<file path="src/rtl/uart_pkg.sv">
// Shared UART loopback definitions: echo FSM states, echo defaults and Baud_Set codes.
package uart_pkg;

  typedef enum logic [1:0] {
    ST_IDLE = 2'd0,
    ST_LOAD = 2'd1,
    ST_SEND = 2'd2,
    ST_WAIT = 2'd3
  } echo_state_t;

  localparam logic [7:0] DEF_MATCH_BYTE  = 8'h69;
  localparam int         DEF_TIMEOUT_CYC = 100000;

  // Baud_Set encodings understood by uart_tx / uart_rx
  localparam logic [2:0] BAUD_SET_9600   = 3'd0;
  localparam logic [2:0] BAUD_SET_19200  = 3'd1;
  localparam logic [2:0] BAUD_SET_38400  = 3'd2;
  localparam logic [2:0] BAUD_SET_57600  = 3'd3;
  localparam logic [2:0] BAUD_SET_115200 = 3'd4;

endpackage

</file>
<file path="src/rtl/sync_fifo.sv">
// Single-clock FIFO with registered occupancy; a push while full is taken only
// when a pop frees the head slot on the same edge.
module sync_fifo #(
  parameter int DATA_W = 8,
  parameter int DEPTH  = 16
) (
  input  logic                     sys_clk,
  input  logic                     sys_rst_n,
  input  logic                     push,
  input  logic                     pop,
  input  logic [DATA_W-1:0]        wr_data,
  output logic [DATA_W-1:0]        rd_data,
  output logic [$clog2(DEPTH):0]   level,
  output logic                     full,
  output logic                     empty
);

  localparam int AW = $clog2(DEPTH);

  logic [DATA_W-1:0] mem [DEPTH];
  logic [AW-1:0]     wr_ptr;
  logic [AW-1:0]     rd_ptr;
  logic              do_push;
  logic              do_pop;

  assign full    = (level == (AW+1)'(DEPTH));
  assign empty   = (level == '0);
  assign do_pop  = pop && !empty;
  assign do_push = push && (!full || do_pop);
  assign rd_data = mem[rd_ptr];

  always_ff @(posedge sys_clk or negedge sys_rst_n) begin
    if (!sys_rst_n) begin
      wr_ptr <= '0;
      rd_ptr <= '0;
      level  <= '0;
    end else begin
      if (do_push) wr_ptr <= wr_ptr + 1'b1;
      if (do_pop)  rd_ptr <= rd_ptr + 1'b1;
      case ({do_push, do_pop})
        2'b10:   level <= level + 1'b1;
        2'b01:   level <= level - 1'b1;
        default: level <= level;
      endcase
    end
  end

  // Storage needs no reset; pointers and level define what is valid.
  always_ff @(posedge sys_clk) begin
    if (do_push) mem[wr_ptr] <= wr_data;
  end

endmodule

</file>
<file path="src/rtl/uart_echo_buf.sv">
// Buffered RX->TX echo with match LED, overflow accounting and TX watchdog.
//   state | meaning
//   IDLE  | wait for a queued frame and an idle transmitter
//   LOAD  | pop FIFO head into tx_data
//   SEND  | one-cycle send_en, arm watchdog
//   WAIT  | wait for tx_done or watchdog expiry
module uart_echo_buf
  import uart_pkg::*;
#(
  parameter int                DATA_W      = 8,
  parameter int                DEPTH       = 16,
  parameter logic [DATA_W-1:0] MATCH_BYTE  = DATA_W'(DEF_MATCH_BYTE),
  parameter int                TIMEOUT_CYC = DEF_TIMEOUT_CYC,
  parameter int                CNT_W       = 8
) (
  input  logic                   sys_clk,
  input  logic                   sys_rst_n,
  input  logic [DATA_W-1:0]      rx_data,
  input  logic                   rx_done,
  input  logic                   tx_busy,
  input  logic                   tx_done,
  output logic [DATA_W-1:0]      tx_data,
  output logic                   send_en,
  input  logic                   clr_flags,
  output logic [$clog2(DEPTH):0] fifo_level,
  output logic                   ovf,
  output logic                   tx_err,
  output logic [CNT_W-1:0]       drop_cnt,
  output logic                   led
);

  localparam int              WD_W    = (TIMEOUT_CYC > 2) ? $clog2(TIMEOUT_CYC) : 1;
  localparam logic [WD_W-1:0] WD_LOAD = WD_W'(TIMEOUT_CYC - 1);

  echo_state_t       state;
  echo_state_t       state_nxt;
  logic              rx_done_q;
  logic              push;
  logic              pop;
  logic              drop;
  logic              timeout;
  logic              fifo_full;
  logic              fifo_empty;
  logic [DATA_W-1:0] fifo_rd;
  logic [WD_W-1:0]   wd_cnt;

  assign push    = rx_done && !rx_done_q;
  assign pop     = (state == ST_LOAD);
  assign drop    = push && fifo_full && !pop;
  assign timeout = (state == ST_WAIT) && !tx_done && (wd_cnt == '0);
  assign send_en = (state == ST_SEND);

  sync_fifo #(
    .DATA_W (DATA_W),
    .DEPTH  (DEPTH)
  ) u_fifo (
    .sys_clk   (sys_clk),
    .sys_rst_n (sys_rst_n),
    .push      (push),
    .pop       (pop),
    .wr_data   (rx_data),
    .rd_data   (fifo_rd),
    .level     (fifo_level),
    .full      (fifo_full),
    .empty     (fifo_empty)
  );

  always_ff @(posedge sys_clk or negedge sys_rst_n) begin
    if (!sys_rst_n) begin
      state     <= ST_IDLE;
      rx_done_q <= 1'b0;
    end else begin
      state     <= state_nxt;
      rx_done_q <= rx_done;
    end
  end

  always_comb begin
    state_nxt = state;
    case (state)
      ST_IDLE: if (!fifo_empty && !tx_busy) state_nxt = ST_LOAD;
      ST_LOAD: state_nxt = ST_SEND;
      ST_SEND: state_nxt = ST_WAIT;
      ST_WAIT: if (tx_done || wd_cnt == '0) state_nxt = ST_IDLE;
      default: state_nxt = ST_IDLE;
    endcase
  end

  // Down-counter armed in SEND; reaching zero marks TIMEOUT_CYC cycles of WAIT.
  always_ff @(posedge sys_clk or negedge sys_rst_n) begin
    if (!sys_rst_n) begin
      wd_cnt  <= '0;
      tx_data <= '0;
    end else begin
      if (state == ST_SEND)                        wd_cnt <= WD_LOAD;
      else if (state == ST_WAIT && wd_cnt != '0)   wd_cnt <= wd_cnt - 1'b1;
      if (state == ST_LOAD) tx_data <= fifo_rd;
    end
  end

  always_ff @(posedge sys_clk or negedge sys_rst_n) begin
    if (!sys_rst_n) begin
      ovf      <= 1'b0;
      tx_err   <= 1'b0;
      drop_cnt <= '0;
      led      <= 1'b0;
    end else begin
      if (clr_flags) begin
        // A drop on the clearing edge is still recorded as the first new event.
        ovf      <= drop;
        drop_cnt <= drop ? CNT_W'(1) : '0;
        tx_err   <= 1'b0;
      end else begin
        if (drop) ovf <= 1'b1;
        if (drop && drop_cnt != '1) drop_cnt <= drop_cnt + 1'b1;
        if (timeout) tx_err <= 1'b1;
      end
      if (push && rx_data == MATCH_BYTE) led <= ~led;
    end
  end

endmodule

</file>
<file path="config.mk">
export PLATFORM = sky130hd
export DESIGN_NAME = uart_echo_buf
export DESIGN_NICKNAME = d
export VERILOG_FILES = /design/src/rtl/uart_pkg.sv /design/src/rtl/sync_fifo.sv /design/src/rtl/uart_echo_buf.sv
export SDC_FILE = /design/constraint.sdc
export NUM_CORES = 1
export LEC_CHECK = 0
export BUFFER_PORTS_ARGS = -buffer_cell sky130_fd_sc_hd__buf_2
export CORE_MARGIN = 8
export CORE_UTILIZATION = 45
export CTS_CLUSTER_DIAMETER = 150
export CTS_CLUSTER_SIZE = 16
export DETAILED_ROUTE_END_ITERATION = 8
export GPL_ROUTABILITY_DRIVEN = 0
export PLACE_DENSITY = 0.69
export SYNTH_ARGS = -nofsm -noshare
export SYNTH_HDL_FRONTEND = slang
export SYNTH_HIERARCHICAL = 1
export SYNTH_SLANG_ARGS = --single-unit
export TNS_END_PERCENT = 1
</file>
<file path="constraint.sdc">
create_clock -name sys_clk -period 5.5 [get_ports sys_clk]
set_input_delay 0.275 -clock sys_clk [delete_from_list [all_inputs] [get_ports sys_clk]]
set_output_delay 0.275 -clock sys_clk [all_outputs]
set_load 0.01 [all_outputs]
</file>
==> reports/metrics.csv <==
stage,metric,value,unit
synth,synth_top_area_share,0.494,
global_routing,grt_pass1_wl,25000,um
synth,synth_seq_cells,180,
global_routing,grtUsageMet2,0.257,
detailed_routing,drtPass1Iterations,5,
final_layout,final_nets,559,
die,die_area,21700,sq um
final_layout,area_growth,13.4,%
final_layout,antenna_cells,0,
cts,clkSinkCount,180,
synth,synth_edf_count,128,
timing,rsz0062_at_grt,false,
global_routing,grt_usage,0.152,
power_and_ir_drop,ir_drop,0.000254,V
cts,cts_tree,done,
cts,cts.path.max_buffers,2,
synth,synth_seq_area_share,0.662,
power_and_ir_drop,pwr-share-seq,0.425,
power_and_ir_drop,power_switching,1.34,mW
detailed_routing,route.detailed.drc,0,
synth,synthesis.nets,517,
synth,yosysUniqueCellTypes,62,
status,status,completed,
global_routing,first_global_vias,4531,
timing,finalCriticalPeriod,2940,ps
timing,finalCritPeriodShare,0.534,
cts,path_clk_slew,70,ps
die,start_util,0.454,
synth,ys_warn_count,6,
power_and_ir_drop,internal_power,2.90,mW
power_and_ir_drop,total_leakage_power,3.14,nW
worst_setup_path,rrSetupSlack,2560,ps
synth,synth_area_leaders,"edfxtp_1 (49%), dfrtp_1 (17%), mux4_2 (9.3%)",
power_and_ir_drop,pwr-share-clk,0.290,
detailed_routing,via_count,4381,
final_layout,final_cell_mix,"edfxtp_1 (128), dfrtp_1 (50), buf_2 (38)",
power_and_ir_drop,swShare,0.316,
global_routing,grt_util_met3,0.0257,
timing,tightest_slew,1130,ps
place,port_buffers,38,
power_and_ir_drop,fin_total_pwr,4.23,mW
hold_path,holdPathStages,2,
cts,clkLatencyLatePin,420,ps
cts,htreeDepth,4,
timing,max_freq,0.341,GHz
timing,final_hold_viol_count,0,
hold_path,hp-start,clr_flags,
synth,synth_area,7770,sq um
global_routing,grt_use_met1,0.188,
die,num_rows,48,
worst_setup_path,r2r_start,state[1],
timing,tns,0,ps
hold_path,worstHoldPathType,in2reg,
detailed_routing,via_per_inst,5.71,
timing,finalMaxSlewViolations,0,
worst_setup_path,cp.arrival,3270,ps
synth,syn_inst,487,
worst_setup_path,worst-path-max-fanout,18,
global_routing,busiest_layer,met2,
timing,relSlewSlack,0.241,
place,dpl.hpwl,10500,um
worst_setup_path,cp-startpoint,state[1],
final_layout,post-route-util,0.515,
synth,synth_flop_cell,edfxtp_1,
synth,syn_avg_cell_area,16.0,sq um
die,dieHeight,147,um
synth,synth.largest_area_cell,edfxtp_1,
place,dpl.cell_count,733,
timing,setup_viol,0,
timing,skew,8.54,ps
worst_setup_path,reg2reg_to,u_fifo/level[4],
final_layout,drive_gt1_frac,0.234,
die,io_pins,39,
power_and_ir_drop,pwr-share-comb,0.286,
worst_setup_path,cp-end-kind,flip-flop,
detailed_routing,ant_nets,0,
global_routing,gr-total-overflow,0,
final_layout,layout_commonest_cell,edfxtp_1,
die,core-area,17100,sq um
hold_path,min_to,drop_cnt[5],
global_routing,grt_start_max_net_pins,53,
power_and_ir_drop,power.density,480,nW/um^2
final_layout,stdcell_count,767,
worst_setup_path,r2r_cells,9,
cts,cts_buffers,17,
cts,cts_root_buffer,clkbuf_16,
worst_setup_path,worstPathRequired,5840,ps
detailed_routing,wl_per_cell,20.7,um
detailed_routing,dr.first_iter.drc_count,365,
global_routing,antenna_found_initial,0,
synth,synthArstFlopShare,0.289,
worst_setup_path,crit_type,reg2reg,
flow_run,max_cap_violations,0,
detailed_routing,routed_wl,15900,um
worst_setup_path,start_kind,flip-flop,
die,die_w,147,um
## through the flow
| step | setup WS (ps) | hold WS, ps | cell area [sq um] |
|---|---|---|---|
| floorplan | 3010 | -20.6 | 7770 |
| CTS | 2570 | 99.3 | 8820 |
| finish | 2560 | 125 | 8820 |
| global route | 2360 | 133 | 8820 |
| global placement | 2710 | 406 | 8190 |
| detailed placement | 2590 | 406 | 8190 |
## what timing repair did
action,4_1_cts,5_1_grt
hold buffers,2,0
gates resized for setup,0,0
buffers inserted,0,0
endpoints found under the hold margin,53,0
## per-layer routing
layer | vias up | wire length [um]
met5 | - | 0
met4 | 0 | 283
met3 | 19 | 551
li1 | 2009 | -
met1 | 2251 | 6570
met2 | 102 | 8460
## worst max-delay path, stage by stage, from the launching register on
cell	delay [ps]
dfrtp_1	410
inv_1	120
ha_1	630
o21ai_2	180
or2_2	340
fa_1	410
nand2b_1	190
a211o_1	280
o31a_1	110
o211ai_1	150
## layout make-up
type / instances / area (sq um)
Sequential cell: 180 / 5150
Timing Repair Buffer: 43 / 233
Clock inverter: 15 / 180
Fill cell: 1403 / 8300
Multi-Input combinational cell: 273 / 2500
Clock buffer: 17 / 425
Tap cell: 225 / 282
Inverter: 14 / 52.6
## cells by family after synthesis
kind of cell,synth area share
DFF,0.662
and+or+nand+nor,0.0969
AOI/OAI and AO/OA,0.0647
muxes,0.115
buffers and inverters,0.0179
adders and majority gates,0.0267
xor gates and xnor gates,0.0169
## state kept, by name, summed over array words and instances, names as in the netlist
name and flops:
u_fifo/mem 128, wd_cnt 17, drop_cnt 8, tx_data 8, u_fifo/level 5, u_fifo/rd_ptr 4
u_fifo/wr_ptr 4, state 2, led 1, ovf 1, rx_done_q 1, tx_err 1
## worst max path at each step
stage | to | slack [ps] | cells after the start
after floorplan | u_fifo/level[4] | 3010 | 10
after global placement | u_fifo/level[4] | 2710 | 9
after detailed placement | u_fifo/level[4] | 2590 | 9
after CTS | u_fifo/level[4] | 2570 | 9
after global routing | u_fifo/level[4] | 2360 | 9
final | u_fifo/level[4] | 2560 | 9
## power groups by stage
stage               Clock (mW)  Sequential [mW]  Combinational, mW
finish                    1.23             1.80               1.21
global route              1.31             1.82               1.32
CTS                       1.25             1.80               1.23
detailed placement           0             1.83               1.22
global placement             0             1.82               1.19
floorplan                    0             1.74              0.920
## cell usage after synthesis, types with 7 or more instances
cell,count
xnor2_1,9
nand2_1,18
mux2_2,10
and2_1,8
edfxtp_1,128
a22oi_1,16
or3_1,10
or4_1,7
inv_1,13
mux4_2,32
a21oi_1,11
nor2_1,18
clkbuf_1,9
and3_1,9
nand3_1,11
o21ai_0,13
ha_1,15
dfrtp_1,52
No activity file was read; power rests on OpenSTA's default activity.
